--- config.mk ---
export PLATFORM = sky130hd
export DESIGN_NAME = y_compactor
export DESIGN_NICKNAME = d
export VERILOG_FILES = /design/src/rtl/y_compactor_pkg.sv /design/src/rtl/y_fold.sv /design/src/rtl/y_compactor.sv
export SDC_FILE = /design/constraint.sdc
export NUM_CORES = 1
export LEC_CHECK = 0
export BUFFER_PORTS_ARGS = -buffer_cell sky130_fd_sc_hd__buf_4
export CORE_AREA = 8 8 265 267
export CTS_CLUSTER_DIAMETER = 50
export CTS_CLUSTER_SIZE = 16
export DETAILED_ROUTE_END_ITERATION = 7
export DIE_AREA = 0 0 273 275
export PLACE_DENSITY_LB_ADDON = 0.08
export SYNTH_ARGS = -nofsm -noshare
export SYNTH_HDL_FRONTEND = slang
export SYNTH_SLANG_ARGS = --single-unit
--- constraint.sdc ---
create_clock -name clk -period 2.15 [get_ports clk]
set_clock_uncertainty 0.1 [all_clocks]
set_input_delay 0.43 -clock clk [delete_from_list [all_inputs] [get_ports clk]]
set_output_delay 0.43 -clock clk [all_outputs]
set_load 0.01 [all_outputs]
--- src/rtl/y_compactor_pkg.sv ---
// y_compactor_pkg
// Definitions shared by the y_compactor slice:
//   - state_t        : FSM state encoding (IDLE / RUN / DONE)
//   - DEFAULT_POLY   : default MISR feedback polynomial (CRC-32 taps)
//   - DEFAULT_SEED   : default MISR seed loaded on start
//   - chunk_count()  : number of SIG_W-wide chunks covering a DATA_W vector
package y_compactor_pkg;

    typedef enum logic [1:0] {
        IDLE = 2'd0,
        RUN  = 2'd1,
        DONE = 2'd2
    } state_t;

    localparam logic [31:0] DEFAULT_POLY = 32'h04C11DB7;
    localparam logic [31:0] DEFAULT_SEED = 32'hFFFFFFFF;

    // Ceiling division, used to size the zero-padded fold input.
    function automatic int chunk_count(input int data_w, input int sig_w);
        return (data_w + sig_w - 1) / sig_w;
    endfunction

endpackage

--- src/rtl/y_fold.sv ---
// y_fold
// Purely combinational XOR fold of a wide vector into SIG_W bits.
// The input is zero-padded up to a whole number of SIG_W chunks and
// all chunks are XORed together.
//   data [DATA_W-1:0] : wide input vector
//   fold [SIG_W-1:0]  : XOR of all SIG_W-wide chunks
module y_fold
    import y_compactor_pkg::*;
#(
    parameter int DATA_W = 635,
    parameter int SIG_W  = 32
) (
    input  logic [DATA_W-1:0] data,
    output logic [SIG_W-1:0]  fold
);

    localparam int NCHUNK = chunk_count(DATA_W, SIG_W);
    localparam int PAD_W  = NCHUNK * SIG_W;

    logic [PAD_W-1:0] padded;

    // Zero-extend to a whole number of chunks, then XOR every chunk
    // together. The top chunk is only partially populated; its upper
    // bits are the zero padding.
    always_comb begin
        padded = PAD_W'(data);
        fold   = '0;
        for (int k = 0; k < NCHUNK; k++) begin
            fold = fold ^ padded[k*SIG_W +: SIG_W];
        end
    end

endmodule

--- src/rtl/y_compactor.sv ---
// y_compactor
// Folds the per-cycle y vector of the design under test and shifts it
// into a MISR. After NUM_SAMPLES accepted samples the MISR contents are
// published as a single compact signature.
// Optional feature macro: Y_COMPACTOR_EXPECT_EN (adds EXPECT_SIG / match).
// Ports:
//   clk        : clock, rising edge
//   rst_n      : asynchronous active-low reset
//   start      : pulse that begins or restarts a run (wins over in_valid)
//   in_valid   : in_data carries a sample this cycle
//   in_data    : y vector, DATA_W bits
//   busy       : high while a run is in progress
//   sample_cnt : samples absorbed in the current run
//   sig_valid  : signature is final
//   signature  : MISR contents
//   match      : (macro only) final signature equals EXPECT_SIG
module y_compactor
    import y_compactor_pkg::*;
#(
    parameter int               DATA_W      = 635,
    parameter int               SIG_W       = 32,
    parameter logic [SIG_W-1:0] POLY        = DEFAULT_POLY,
    parameter logic [SIG_W-1:0] SEED        = DEFAULT_SEED,
    parameter int               NUM_SAMPLES = 21,
    parameter int               CNT_W       = 16
`ifdef Y_COMPACTOR_EXPECT_EN
    ,
    parameter logic [SIG_W-1:0] EXPECT_SIG  = '0
`endif
) (
    input  logic              clk,
    input  logic              rst_n,
    input  logic              start,
    input  logic              in_valid,
    input  logic [DATA_W-1:0] in_data,
    output logic              busy,
    output logic [CNT_W-1:0]  sample_cnt,
    output logic              sig_valid,
    output logic [SIG_W-1:0]  signature
`ifdef Y_COMPACTOR_EXPECT_EN
    ,
    output logic              match
`endif
);

    state_t           state_q, state_d;
    logic [SIG_W-1:0] sig_d;
    logic [CNT_W-1:0] cnt_d;
    logic [SIG_W-1:0] fold;
    logic [SIG_W-1:0] misr_next;
    logic             last_sample;
`ifdef Y_COMPACTOR_EXPECT_EN
    logic             match_d;
`endif

    y_fold #(
        .DATA_W (DATA_W),
        .SIG_W  (SIG_W)
    ) u_fold (
        .data (in_data),
        .fold (fold)
    );

    // One MISR step: shift left, apply polynomial feedback when the bit
    // shifted out was set, and inject the folded sample.
    always_comb begin
        misr_next   = {signature[SIG_W-2:0], 1'b0}
                    ^ (signature[SIG_W-1] ? POLY : '0)
                    ^ fold;
        last_sample = (sample_cnt == CNT_W'(NUM_SAMPLES - 1));
    end

    // Next-state logic. start overrides everything, so a sample that
    // arrives together with start is never absorbed. Only RUN reacts to
    // in_valid; IDLE and DONE hold their state until the next start.
    always_comb begin
        state_d = state_q;
        sig_d   = signature;
        cnt_d   = sample_cnt;
`ifdef Y_COMPACTOR_EXPECT_EN
        match_d = match;
`endif
        if (start) begin
            state_d = RUN;
            sig_d   = SEED;
            cnt_d   = '0;
`ifdef Y_COMPACTOR_EXPECT_EN
            match_d = 1'b0;
`endif
        end else begin
            case (state_q)
                RUN: begin
                    if (in_valid) begin
                        sig_d = misr_next;
                        cnt_d = sample_cnt + CNT_W'(1);
                        if (last_sample) begin
                            state_d = DONE;
`ifdef Y_COMPACTOR_EXPECT_EN
                            match_d = (misr_next == EXPECT_SIG);
`endif
                        end
                    end
                end
                default: begin
                end
            endcase
        end
    end

    // State and output registers. busy and sig_valid are registered from
    // the next state so they change on the same edge as the transition,
    // with no combinational path from the inputs.
    always_ff @(posedge clk or negedge rst_n) begin
        if (!rst_n) begin
            state_q    <= IDLE;
            signature  <= '0;
            sample_cnt <= '0;
            busy       <= 1'b0;
            sig_valid  <= 1'b0;
        end else begin
            state_q    <= state_d;
            signature  <= sig_d;
            sample_cnt <= cnt_d;
            busy       <= (state_d == RUN);
            sig_valid  <= (state_d == DONE);
        end
    end

`ifdef Y_COMPACTOR_EXPECT_EN
    // Compare flag, updated on the edge that accepts the final sample and
    // cleared by start.
    always_ff @(posedge clk or negedge rst_n) begin
        if (!rst_n) begin
            match <= 1'b0;
        end else begin
            match <= match_d;
        end
    end
`endif

endmodule

Word-level counts from Yosys, hierarchy flattened
Index checks and enable logic that the tools add are counted.
{ "totals": {"reg_bits": 52, "in_bits": 639, "word_cells": 45, "out_inout_bits": 50} }
{ "op_classes": {"n_eq_ne": 4, "n_mux": 11, "n_bitwise": 21, "reduce_logical": 3, "add_sub_neg": 1} }
{ "ops": {"columns": ["op", "n"], "rows": [
  ["bitwise XOR 32 bit", 19],
  ["two-way mux 32 bit", 3],
  ["bitwise XOR 32 x 27 -> 32 bit", 2],
  ["two-way mux 16 bit", 3],
  ["two-way mux 27 bit", 1],
  ["adder 16 x 1 -> 16 bit, second input constant", 1],
  ["== test 16 x 5 -> 1 bit, second input constant", 1],
  ["two-way mux 2 bit", 4],
  ["== test 2 x 1 -> 1 bit, second input constant", 2],
  ["nonzero test 2 bit", 2],
  ["== test 2 bit, second input constant", 1],
  ["AND reduction 2 bit", 1]
]} }

Logic depth before layout (Yosys ltp)
Gate-level depths: netlist of run 1.
{ "depth": {"depth_word": 23, "ltp_mapped": 8, "ltp_nobuf": 7} }

Modules after synthesis
A second synthesis of run 1 with hierarchy kept.
{ "hier_totals": {"cells_unflattened": 832, "area_unflattened_um2": 8311.7} }
{ "modules_own_cells": {"columns": ["mod", "n_inst", "seq_area_each_um2", "cells_per_inst", "area_per_inst_um2"], "rows": [
  ["y_fold", 1, 0.0, 571, 5644.2],
  ["y_compactor", 1, 1301.2, 261, 2667.6]
]} }

Least setup slack after synthesis of run 1
OpenSTA, ideal clock, no wires.
{ "synth_path": {"path_kind": "reg2reg", "start": "register sample_cnt[2]", "end": "register sample_cnt[15]", "path_buffers": 0, "required_time_ps": 1918, "stages_incl_launch_ff": 7, "period_less_slack_ps": 1732, "setup_slack_ps": 418, "setup_ps": 132, "arrival_ps": 1501, "cell_sequence": "dfrtp_1 > nand3_2 > or3_4 > nor4_4 > nand3_1 > xor2_1 > nor2_1"} }
{ "synth_between": {"elab_chain_cells": 4} }
{ "synth_rtl": {"columns": ["item", "line", "text"], "rows": [
  ["from (decl)", "y_compactor.sv:37", "output logic [CNT_W-1:0] sample_cnt,"],
  ["from (signal assigned)", "y_compactor.sv:123", "sample_cnt <= cnt_d;"],
  ["adder 16 x 1 -> 16 bit", "y_compactor.sv:95", "cnt_d = sample_cnt + CNT_W'(1);"],
  ["two-way mux 16 bit", "y_compactor.sv:93", "if (in_valid) begin"],
  ["two-way mux 16 bit", "y_compactor.sv:91", "case (state_q)"],
  ["two-way mux 16 bit", "y_compactor.sv:83", "if (start) begin"]
]} }
No other way between the ends. The select of a mux whose other input is x is not followed.
A chain may end at the register's enable or synchronous reset.

Worst setup path in the final report of run 1
{ "layout_path": {"start": "register signature[31]", "end": "register signature[16]"} }
{ "layout_between": {"elab_chain_cells": 6} }
{ "layout_rtl": {"columns": ["item", "line", "text"], "rows": [
  ["from (decl)", "y_compactor.sv:39", "output logic [SIG_W-1:0] signature"],
  ["from (signal assigned)", "y_compactor.sv:122", "signature <= sig_d;"],
  ["two-way mux 27 bit", "y_compactor.sv:68", "^ (signature[SIG_W-1] ? POLY : '0)"],
  ["bitwise XOR 32 x 27 -> 32 bit", "y_compactor.sv:68", null],
  ["bitwise XOR 32 bit", "y_compactor.sv:69", "^ fold;"],
  ["two-way mux 32 bit", "y_compactor.sv:93", null],
  ["two-way mux 32 bit", "y_compactor.sv:91", null],
  ["two-way mux 32 bit", "y_compactor.sv:83", null]
]} }
No other way between the ends. The select of a mux whose other input is x is not followed.

==> summary.txt, run 1 <==
Place
  – Routability cong.: 0.764
  – # port buffers: 688
  – Detailed placement HPWL: 44000 microns
  – Post-Place Worst Slack: -0.0753 ns

Clocking
  – CTS max path bufs: 2
  – Worst-path clk slew: 0.09 ns
  – H-tree depth: 2
  – Total CTS buffers: 5
  – Root buf cell: clkbuf_16
  – TritonCTS clock tree: done
  – CTS Hold Bufs: 0
  – Clock latency on the worst-skew pair: 0.33 ns
  – Num Clock Sinks: 52
  – Setup bufs post-CTS: 0

GRT
  – Pin count of the biggest net entering global routing: 34
  – Vias in the first global route: 9394
  – Antenna violations before repair: 6
  – First-pass GRT wire length: 65100 microns
  – GRT Util Overall: 12.0%
  – GRT overflow: 0

Critical path
  – Setup crit end kind: flip-flop
  – Reg2reg start: signature[31]
  – FF-to-FF End: signature[16]
  – CP Class: reg2reg
  – Max FO, Critical Path: 9
  – Cells on worst reg2reg path: 7
  – Flop-to-flop setup slack: 0.20 ns
  – CP arrival: 2.10 ns
  – Critical Path RT: 2.30 ns
  – Crit start category: flip-flop

Final layout
  – Area of the multi-input gates: 6630 sq um
  – Nets: 2235
  – Filler cell count: 7461
  – FF/Latch Area: 1310 sq um
  – Commonest non-fill, non-tap cell in the layout: buf_4
  – Share of post-route cells with drive strength above 1: 46.2%
  – Area delta synth->final: 82.9%
  – Commonest non-fill, non-tap cells in the layout: buf_4 (714), xnor2_1 (535), xor2_1 (100)

STA
  – Setup ws final: 0.195 ns
  – Tmin final: 1.95 ns
  – Fin. max-slew vios: 0
  – Hold slack: -0.0123 ns
  – Slew HR: 60.0%
  – Final Hold Viols: 9
  – Final setup fails: 0
  – Slew @ Worst Pin: 0.600 ns
  – Fmax: 512 MHz
  – Final period util: 90.9%

Route
  – Post-DRT Antenna Nets: 0
  – Routed wl met3: 4520 microns
  – Drt via density: 3.34
  – Drt wl/cell: 19.5 microns
  – DRT met1 WL: 16500 microns
  – Routed wire length: 48100 microns
  – Top Layer Used: met5
  – Via count: 8250
  – Metal2 WL: 26800 microns
  – DR pass1 iterations: 4
  – Initial drt markers: 101
  – DRC: 0

Logic synthesis
  – Yosys reg bits: 52
  – Cell area after synthesis: 8000 sq um
  – Gate count after technology mapping: 888
  – Top_reg_cell synth: dfrtp_1
  – Syn_area_per_cell: 9.00 sq um
  – Seq/Total Area, Yosys: 16.3%
  – Number of flops mapped to enable cells by yosys: 0
  – Syn_nets: 1529
  – Ys async rst share: 100%
  – Distinct cell type count after synthesis: 28
  – Yosys Warn Count: 0

Floorplanning
  – Die height: 275 microns
  – Core area: 66300 sq um
  – Die area: 75100 sq um
  – Io pins: 689
  – Initial Utilization: 12.1%
  – Die Width: 273 microns
  – FP Rows: 95

Pwr
  – LEAKAGE: 6.02 nW
  – IR drop worst, VDD: 0.000299 V
  – Power Total: 9.33 mW
  – Cell Pwr Density: 638 nW/um^2

Outcome
  – Failing checks: hold timing
  – Outcome: finished with violations

Flow run
  – Max-cap violation count: 0

Worst hold path
  – Hold Path Class: in2async
[worst max-delay path by stage]
stage                     slack (ns)              to  depth (start not counted)          start
after floorplan                 0.42  sample_cnt[15]                          6  sample_cnt[2]
after global placement         -0.07    signature[7]                          8     in_data[7]
after detailed placement       -0.08    signature[7]                          8     in_data[7]
after CTS                       0.06   signature[26]                          6  signature[31]
after global routing          -0.009   signature[12]                          7  signature[31]
final                           0.20   signature[16]                          7  signature[31]
[flip-flops by register name (all words and copies together), names as in the netlist]
name        count
busy            1
sample_cnt     16
sig_valid       1
signature      32
state_q         2
[cells by family (layout without fill, tap and decap cells)]
group                      after synthesis  after routing  share of synthesized area, %
xor gates and xnor gates               644            644                          71.4
and+or+nand+nor                        114            114                          6.82
adders and majority gates                2              2                         0.313
buffers and inverters                   24            731                          1.35
DFF                                     52             52                          16.3
other                                    0              2                             0
AOI/OAI and AO/OA                       52             52                          3.85
[per-stage QoR]
stage | cell area, sq um | setup TNS [ns] | utilization [%] | cells
global placement | 14400 | -0.104 | 21.8 | 2460
global route | 14600 | -0.00896 | 22.0 | 2468
finish | 14600 | 0 | 22.1 | 2470
CTS | 14600 | 0 | 22.0 | 2468
floorplan | 8000 | 0 | - | 888
detailed placement | 14400 | -0.117 | 21.8 | 2460
[report_power, final]
group	switching, mW	internal [mW]
sequential	0.384	1.21
clock	0.494	0.444
combinational	2.95	3.85
total	3.83	5.50
[area by class of cell]
cell class              instances  area share [%]
inverters                       6           0.154
clock buffers                   5           0.855
flip-flops and latches         52            8.92
well taps                     873            7.47
clock inverters                 3           0.171
diodes                          2          0.0342
repair buffers                717            37.1
multi-input cells             812            45.3
[metal layers]
metal  vias to the layer above  track usage, %
met3                        16            4.84
li1                       4201               -
met5                         -               0
met1                      3666            11.8
met2                       361            24.0
met4                         6            1.46
[synthesized netlist by cell type (5+ instances only)]
cell type | instances | share of area [%]
buf_1 | 5 | 0.23
nand4_1 | 5 | 0.39
nor3_1 | 29 | 1.8
nand3_1 | 8 | 0.50
clkbuf_1 | 9 | 0.42
o21bai_1 | 6 | 0.56
xnor3_1 | 5 | 1.4
nor2_1 | 41 | 1.9
xnor2_1 | 539 | 59
xor2_1 | 100 | 11
a211oi_1 | 13 | 1.2
nand2_1 | 19 | 0.89
dfrtp_1 | 52 | 16
o21ai_0 | 15 | 0.94
a21oi_1 | 18 | 1.1
inv_1 | 6 | 0.28
[critical path, stage by stage, from the launching register on]
cell	delay, ns
dfrtp_4	0.62
buf_12	0.19
xnor2_1	0.26
xnor2_1	0.17
xnor2_1	0.15
xnor2_1	0.16
nor2_1	0.07
a211oi_1	0.15
[repair_timing]
item                       CTS  global route
hold endpoints to repair     0             0
pin swaps                    0             0
setup endpoints to repair    2             3
resized for setup            2             3
Note: power is estimated with default switching activity, not from simulation.
==> inputs of run 2 (changes only) <==
--- a/config.mk
+++ b/config.mk
@@ -11,7 +11,9 @@
 export CTS_CLUSTER_SIZE = 16
 export DETAILED_ROUTE_END_ITERATION = 7
 export DIE_AREA = 0 0 273 275
+export GPL_TIMING_DRIVEN = 0
 export PLACE_DENSITY_LB_ADDON = 0.08
+export RECOVER_POWER = 25
 export SYNTH_ARGS = -nofsm -noshare
 export SYNTH_HDL_FRONTEND = slang
 export SYNTH_SLANG_ARGS = --single-unit
==> run 2 against run 1 <==
The flow finishes with violations (capacitance limit, slew limit). Fmax down 2.9%. Die area unchanged. Cell count down 0.32%. Non-clock buffer count shrank 9. Clock-buffer cell count unchanged. First-iteration DRC count increased by 23%. Register-to-register slack worse by 0.06 ns. Sequential cell count stayed put. Sequential power fell by 3%. Via count fell by 0.64%. Clock power up 1%. Critical path type unchanged.
==> summary.txt, run 2 (synthesis gave the netlist of run 1 again) <==
Outcome
  – Outcome: finished with violations (unchanged)
  – Failing checks: capacitance limit, slew limit (was hold timing)

Final layout
  – Largest register FFs: 32 (unchanged)
  – Non-filler cells, final: 2462 (was 2470)
  – Area delta synth->final: 81.4% (was 82.9%)
  – Share of post-route cells with drive strength above 1: 45.5% (was 46.2%)
  – Core Util, Final: 21.9% (was 22.1%)
  – Filler cell count: 7459 (was 7461)
  – Commonest non-fill, non-tap cell in the layout: buf_4 (unchanged)
  – Nets: 2226 (was 2235)
  – Commonest non-fill, non-tap cells in the layout: buf_4 (689), xnor2_1 (534), xor2_1 (100) (was buf_4 (714), xnor2_1 (535), xor2_1 (100))
  – Biggest regs: signature x32, sample_cnt x16, state_q x2 (unchanged)
  – Reg with most FFs: signature (unchanged)

Pwr
  – Power Total: 9.33 mW (about the same)
  – IR drop worst, VDD: 0.000247 V (was 0.000299 V)
  – LEAKAGE: 5.95 nW (was 6.02 nW)
  – Cell Pwr Density: 643 nW/um^2 (was 638 nW/um^2)

Floorplanning
  – Io pins: 689 (unchanged)
  – FP Rows: 95 (unchanged)
  – Die Width: 273 microns (unchanged)
  – Die area: 75100 sq um (unchanged)
  – Core area: 66300 sq um (unchanged)
  – Initial Utilization: 12.1% (unchanged)
  – Die height: 275 microns (unchanged)

STA
  – Final period util: 93.7% (was 90.9%)
  – Fmax: 497 MHz (was 512 MHz)
  – Hold slack: 0.404 ns (was -0.0123 ns)
  – Fin. max-slew vios: 53 (was 0)
  – Final setup fails: 0 (unchanged)
  – Slew HR: -12.6% (was 60.0%)
  – Unrepaired setup endpoints after global routing: false
  – Slew @ Worst Pin: 1.69 ns (was 0.600 ns)
  – Tmin final: 2.01 ns (was 1.95 ns)
  – Final Hold Viols: 0 (was 9)

Critical path
  – Reg2reg start: signature[8] (was signature[31])
  – Critical Path RT: 2.24 ns (was 2.30 ns)
  – Setup crit end kind: flip-flop (unchanged)
  – CP Class: reg2reg (unchanged)
  – FF-to-FF End: signature[9] (was signature[16])
  – Max FO, Critical Path: 3 (was 9)
  – Cells on worst reg2reg path: 6 (was 7)
  – Flop-to-flop setup slack: 0.14 ns (was 0.20 ns)
  – CP arrival: 2.11 ns (was 2.10 ns)
  – Crit start category: flip-flop (unchanged)

Route
  – Routed wire length: 48600 microns (was 48100 microns)
  – Drt via density: 3.33 (was 3.34)
  – DR pass1 iterations: 4 (unchanged)
  – Initial drt markers: 124 (was 101)
  – DRC: 0 (unchanged)
  – Drt wl/cell: 19.7 microns (was 19.5 microns)
  – Via count: 8197 (was 8250)
  – Post-DRT Antenna Nets: 0 (unchanged)

Clocking
  – Total CTS buffers: 5 (unchanged)
  – Worst-path clk slew: 0.09 ns (about the same)
  – CTS max path bufs: 2 (unchanged)
  – Num Clock Sinks: 52 (unchanged)
  – CTS Hold Bufs: 0 (unchanged)
  – TritonCTS clock tree: done (unchanged)
  – Clock latency on the worst-skew pair: 0.33 ns (about the same)
  – H-tree depth: 2 (unchanged)
  – Root buf cell: clkbuf_16 (unchanged)

GRT
  – GRT overflow: 0 (unchanged)
  – Vias in the first global route: 9242 (was 9394)
  – First-pass GRT wire length: 64800 microns (was 65100 microns)
  – Antenna violations before repair: 6 (unchanged)
  – Pin count of the biggest net entering global routing: 53 (was 34)
  – GRT Util Overall: 12.1% (was 12.0%)

Place
  – # port buffers: 688 (unchanged)
  – Detailed placement HPWL: 44300 microns (was 44000 microns)
  – Routability cong.: 0.757 (was 0.764)
  – Placed insts: 2449 (was 2460)

Worst hold path
  – Hold Path Class: in2async (unchanged)

Flow run
  – Max-cap violation count: 1 (was 0)
-- run 2: changes by cell type in the layout (fill, tap and decap cells not counted), moves of 2 or more --
| cell | change |
|---|---|
| buf_1 | +3 |
| buf_12 | -2 |
| buf_4 | -25 |
| clkbuf_1 | +3 |
| clkbuf_2 | +6 |
| clkbuf_4 | +3 |
-- run 2: worst max-delay path, cell delays in order (launching register included) --
cell and delay [ns]:
dfrtp_1 0.49, xnor2_1 0.18, xnor2_1 0.45, xnor2_1 0.15, xnor2_1 0.26, xnor2_1 0.16, o21ai_0 0.09
-- run 2: layout make-up --
| class | count | area, sq um | share of cell area [%] |
|---|---|---|---|
| diodes | 3 | 7.51 | 0.0517 |
| plain buffers | 18 | 118 | 0.811 |
| clock buffers | 5 | 125 | 0.862 |
| clock inverters | 3 | 25.0 | 0.172 |
| inverters | 6 | 22.5 | 0.155 |
| multi-input cells | 812 | 6640 | 45.8 |
| flip-flops and latches | 52 | 1300 | 8.97 |
| well taps | 873 | 1090 | 7.53 |
| repair buffers | 690 | 5180 | 35.7 |
-- run 2: repair_timing --
action,4_1_cts,5_1_grt
setup endpoints to repair,44,16
setup buffers,0,2
resized for setup,15,12
pin swaps,0,2
-- run 2: per-stage QoR --
step	instance area, sq um	TNS, ns	worst slack [ns]
CTS	14400	0	0.00300
global placement	14300	-26.10	-1.00
detailed placement	14300	-26.98	-1.02
floorplan	8000	0	0.418
finish	14500	0	0.136
global route	14500	0	0.0183
-- run 2: worst max-delay path by stage --
stage | startpoint | to | slack, ns | cells past startpoint
after floorplan | sample_cnt[2] | sample_cnt[15] | 0.42 | 6
after global placement | start | sample_cnt[6] | -1.00 | 5
after detailed placement | start | sample_cnt[8] | -1.02 | 5
after CTS | signature[31] | signature[10] | 0.003 | 8
after global routing | signature[31] | signature[10] | 0.02 | 8
final | signature[8] | signature[9] | 0.14 | 6
-- run 2: metal layers --
metal	global-route usage, %	share of wire (%)
met1	12.2	35
met5	0	0.047
met4	1.25	0.69
met3	4.72	9.2
met2	24.0	55
-- run 2: report_power, final --
group | internal (mW) | leakage, nW | switching, mW
Clock | 0.445 | 0.0708 | 0.506
Sequential | 1.21 | 0.584 | 0.340
Combinational | 3.72 | 5.29 | 3.11
Total | 5.37 | 5.95 | 3.96
==> inputs of run 3 (changes only) <==
--- a/config.mk
+++ b/config.mk
@@ -6,11 +6,13 @@
 export NUM_CORES = 1
 export LEC_CHECK = 0
 export BUFFER_PORTS_ARGS = -buffer_cell sky130_fd_sc_hd__buf_4
-export CORE_AREA = 8 8 265 267
+export CELL_PAD_IN_SITES_DETAIL_PLACEMENT = 0
+export CELL_PAD_IN_SITES_GLOBAL_PLACEMENT = 1
+export CORE_AREA = 2 2 272 274
 export CTS_CLUSTER_DIAMETER = 50
 export CTS_CLUSTER_SIZE = 16
 export DETAILED_ROUTE_END_ITERATION = 7
-export DIE_AREA = 0 0 273 275
+export DIE_AREA = 0 0 274 276
 export GPL_TIMING_DRIVEN = 0
 export PLACE_DENSITY_LB_ADDON = 0.08
 export RECOVER_POWER = 25
==> run 3 against run 2 <==
The run still ends with capacitance limit, slew limit left. Cell count is 3.3% higher. Core utilization is 1.8 points lower. Die area is 0.73% higher. Critical path depth stayed put. Non-clock buffer count is 1 lower. Global-route usage is 0.28 points lower. Via count is 0.52% lower. Register-to-register slack hardly changed. First-iteration DRC count is 15% higher. Critical path type unchanged. Highest routed layer is now met4.
==> summary.txt, run 3 (synthesis gave the netlist of run 1 again) <==
Outcome
  – Outcome: finished with violations (unchanged)
  – Failing checks: capacitance limit, slew limit (unchanged)

Clocking
  – H-tree depth: 2 (unchanged)
  – TritonCTS clock tree: done (unchanged)
  – Worst-path clk slew: 0.09 ns (about the same)
  – Root buf cell: clkbuf_16 (unchanged)
  – CTS Hold Bufs: 0 (unchanged)
  – Num Clock Sinks: 52 (unchanged)
  – Total CTS buffers: 5 (unchanged)
  – Clock latency on the worst-skew pair: 0.34 ns (was 0.33 ns)
  – CTS max path bufs: 2 (unchanged)

STA
  – Final period util: 93.3% (was 93.7%)
  – Slew @ Worst Pin: 1.63 ns (was 1.69 ns)
  – Fin. max-slew vios: 53 (unchanged)
  – Tmin final: 2.01 ns (about the same)
  – Fmax: 499 MHz (was 497 MHz)
  – Setup ws final: 0.145 ns (was 0.136 ns)
  – Slew HR: -8.96% (was -12.6%)
  – Unrepaired setup endpoints after global routing: true (was false)
  – Final Hold Viols: 0 (unchanged)
  – Final setup fails: 0 (unchanged)

Route
  – Drt wl/cell: 18.1 microns (was 19.7 microns)
  – Via count: 8154 (was 8197)
  – Initial drt markers: 143 (was 124)
  – DR pass1 iterations: 4 (unchanged)
  – Drt via density: 3.21 (was 3.33)
  – Post-DRT Antenna Nets: 0 (unchanged)
  – DRC: 0 (unchanged)
  – Routed wire length: 46100 microns (was 48600 microns)

Critical path
  – FF-to-FF End: sample_cnt[15] (was signature[9])
  – Reg2reg start: sample_cnt[2] (was signature[8])
  – Flop-to-flop setup slack: 0.14 ns (about the same)
  – CP arrival: 2.12 ns (was 2.11 ns)
  – Crit start category: flip-flop (unchanged)
  – CP Class: reg2reg (unchanged)
  – Critical Path RT: 2.26 ns (was 2.24 ns)
  – Cells on worst reg2reg path: 6 (unchanged)
  – Max FO, Critical Path: 6 (was 3)
  – Setup crit end kind: flip-flop (unchanged)
  – CP Launch Point: sample_cnt[2] (was signature[8])

Pwr
  – Sequential power share: 16.1% (was 16.6%)
  – Sw Share: 42.0% (was 42.4%)
  – Clock power frac: 10.5% (was 10.2%)
  – Power Internal: 5.40 mW (was 5.37 mW)
  – Power Total: 9.30 mW (was 9.33 mW)
  – Cell Pwr Density: 638 nW/um^2 (was 643 nW/um^2)
  – Comb power frac: 73.5% (was 73.2%)
  – IR drop worst, VDD: 0.000272 V (was 0.000247 V)
  – Switching Power: 3.91 mW (was 3.96 mW)
  – LEAKAGE: 5.94 nW (was 5.95 nW)

GRT
  – GRT Util Overall: 11.9% (was 12.1%)
  – Pin count of the biggest net entering global routing: 53 (unchanged)
  – Antenna violations before repair: 1 (was 6)
  – First-pass GRT wire length: 63400 microns (was 64800 microns)
  – GRT overflow: 0 (unchanged)
  – Vias in the first global route: 9065 (was 9242)

Floorplanning
  – Die height: 276 microns (was 275 microns)
  – Core area: 72600 sq um (was 66300 sq um)
  – FP Rows: 99 (was 95)
  – Io pins: 689 (unchanged)
  – Die area: 75600 sq um (was 75100 sq um)
  – Die Width: 274 microns (was 273 microns)
  – Initial Utilization: 11.0% (was 12.1%)

Place
  – Post-Place Worst Slack: -0.559 ns (was -1.02 ns)
  – Routability cong.: 0.801 (was 0.757)
  – # port buffers: 688 (unchanged)
  – Placed insts: 2535 (was 2449)
  – Detailed placement HPWL: 41300 microns (was 44300 microns)

Final layout
  – Area delta synth->final: 82.4% (was 81.4%)
  – Filler cell count: 8215 (was 7459)
  – Biggest regs: signature x32, sample_cnt x16, state_q x2 (unchanged)
  – Commonest non-fill, non-tap cell in the layout: buf_4 (unchanged)
  – Non-filler cells, final: 2544 (was 2462)
  – Reg with most FFs: signature (unchanged)
  – Antenna cell count: 0 (was 3)
  – Commonest non-fill, non-tap cells in the layout: buf_4 (689), xnor2_1 (534), xor2_1 (100) (unchanged)
  – Share of post-route cells with drive strength above 1: 45.4% (was 45.5%)
  – Nets: 2225 (was 2226)
  – Largest register FFs: 32 (unchanged)

Worst hold path
  – Hold Path Class: in2async (unchanged)

Flow run
  – Max-cap violation count: 1 (unchanged)
==> run 3: cell type report <==
class,count,area (sq um),area share [%]
Clock buffer,5,125,0.858
Buffer,18,103,0.704
Multi-Input combinational cell,812,6630,45.5
Tap cell,959,1200,8.23
Inverter,6,22.5,0.154
Timing Repair Buffer,689,5170,35.5
Sequential cell,52,1300,8.92
Clock inverter,3,27.5,0.189
==> run 3: stage by stage <==
step	TNS (ns)	utilization, %	cell area [sq um]	hold WS [ns]
5_1_grt	-0.0130	20.1	14600	0.464
6_report	0	20.1	14600	0.398
2_1_floorplan	0	-	8000	0.0344
4_1_cts	0	20.0	14500	0.108
3_3_place_gp	-13.58	19.8	14400	0.438
3_5_place_dp	-13.11	19.8	14400	0.442
==> run 3: power groups by stage <==
stage	Sequential [mW]	Clock, mW	Combinational (mW)
after floorplan	1.53	0	4.14
after global placement	1.52	0	6.94
after detailed placement	1.53	0	6.93
after CTS	1.52	1.06	7.00
after global routing	1.55	1.07	7.54
final	1.49	0.972	6.84
==> run 3: repair_timing <==
item,CTS,global route
pin swaps,0,1
buffers inserted,0,1
gates resized for setup,7,13
endpoints found under the setup margin,36,16
==> run 3: worst max-delay path by stage <==
stage | to | slack, ns
6_report | sample_cnt[15] | 0.14
3_5_place_dp | sample_cnt[8] | -0.56
5_1_grt | signature[8] | -0.01
2_1_floorplan | sample_cnt[15] | 0.42
4_1_cts | signature[8] | 0.03
3_3_place_gp | sample_cnt[15] | -0.60
==> run 3: routing by layer <==
layer	share of wire, %	wire length [microns]	vias up	GRT usage [%]
met2	55	25200	332	23.1
met3	7.0	3210	17	3.10
li1	-	-	4176	-
met5	0	0	-	0
met1	37	17200	3629	12.7
met4	1.1	488	0	1.91
==> run 3: worst max-delay path, stage by stage (launching register included) <==
cell,delay [ns]
dfrtp_1,0.52
nand3_2,0.14
or3_4,0.39
nor4_4,0.37
nand3_1,0.16
xor2_1,0.16
nor2_1,0.05
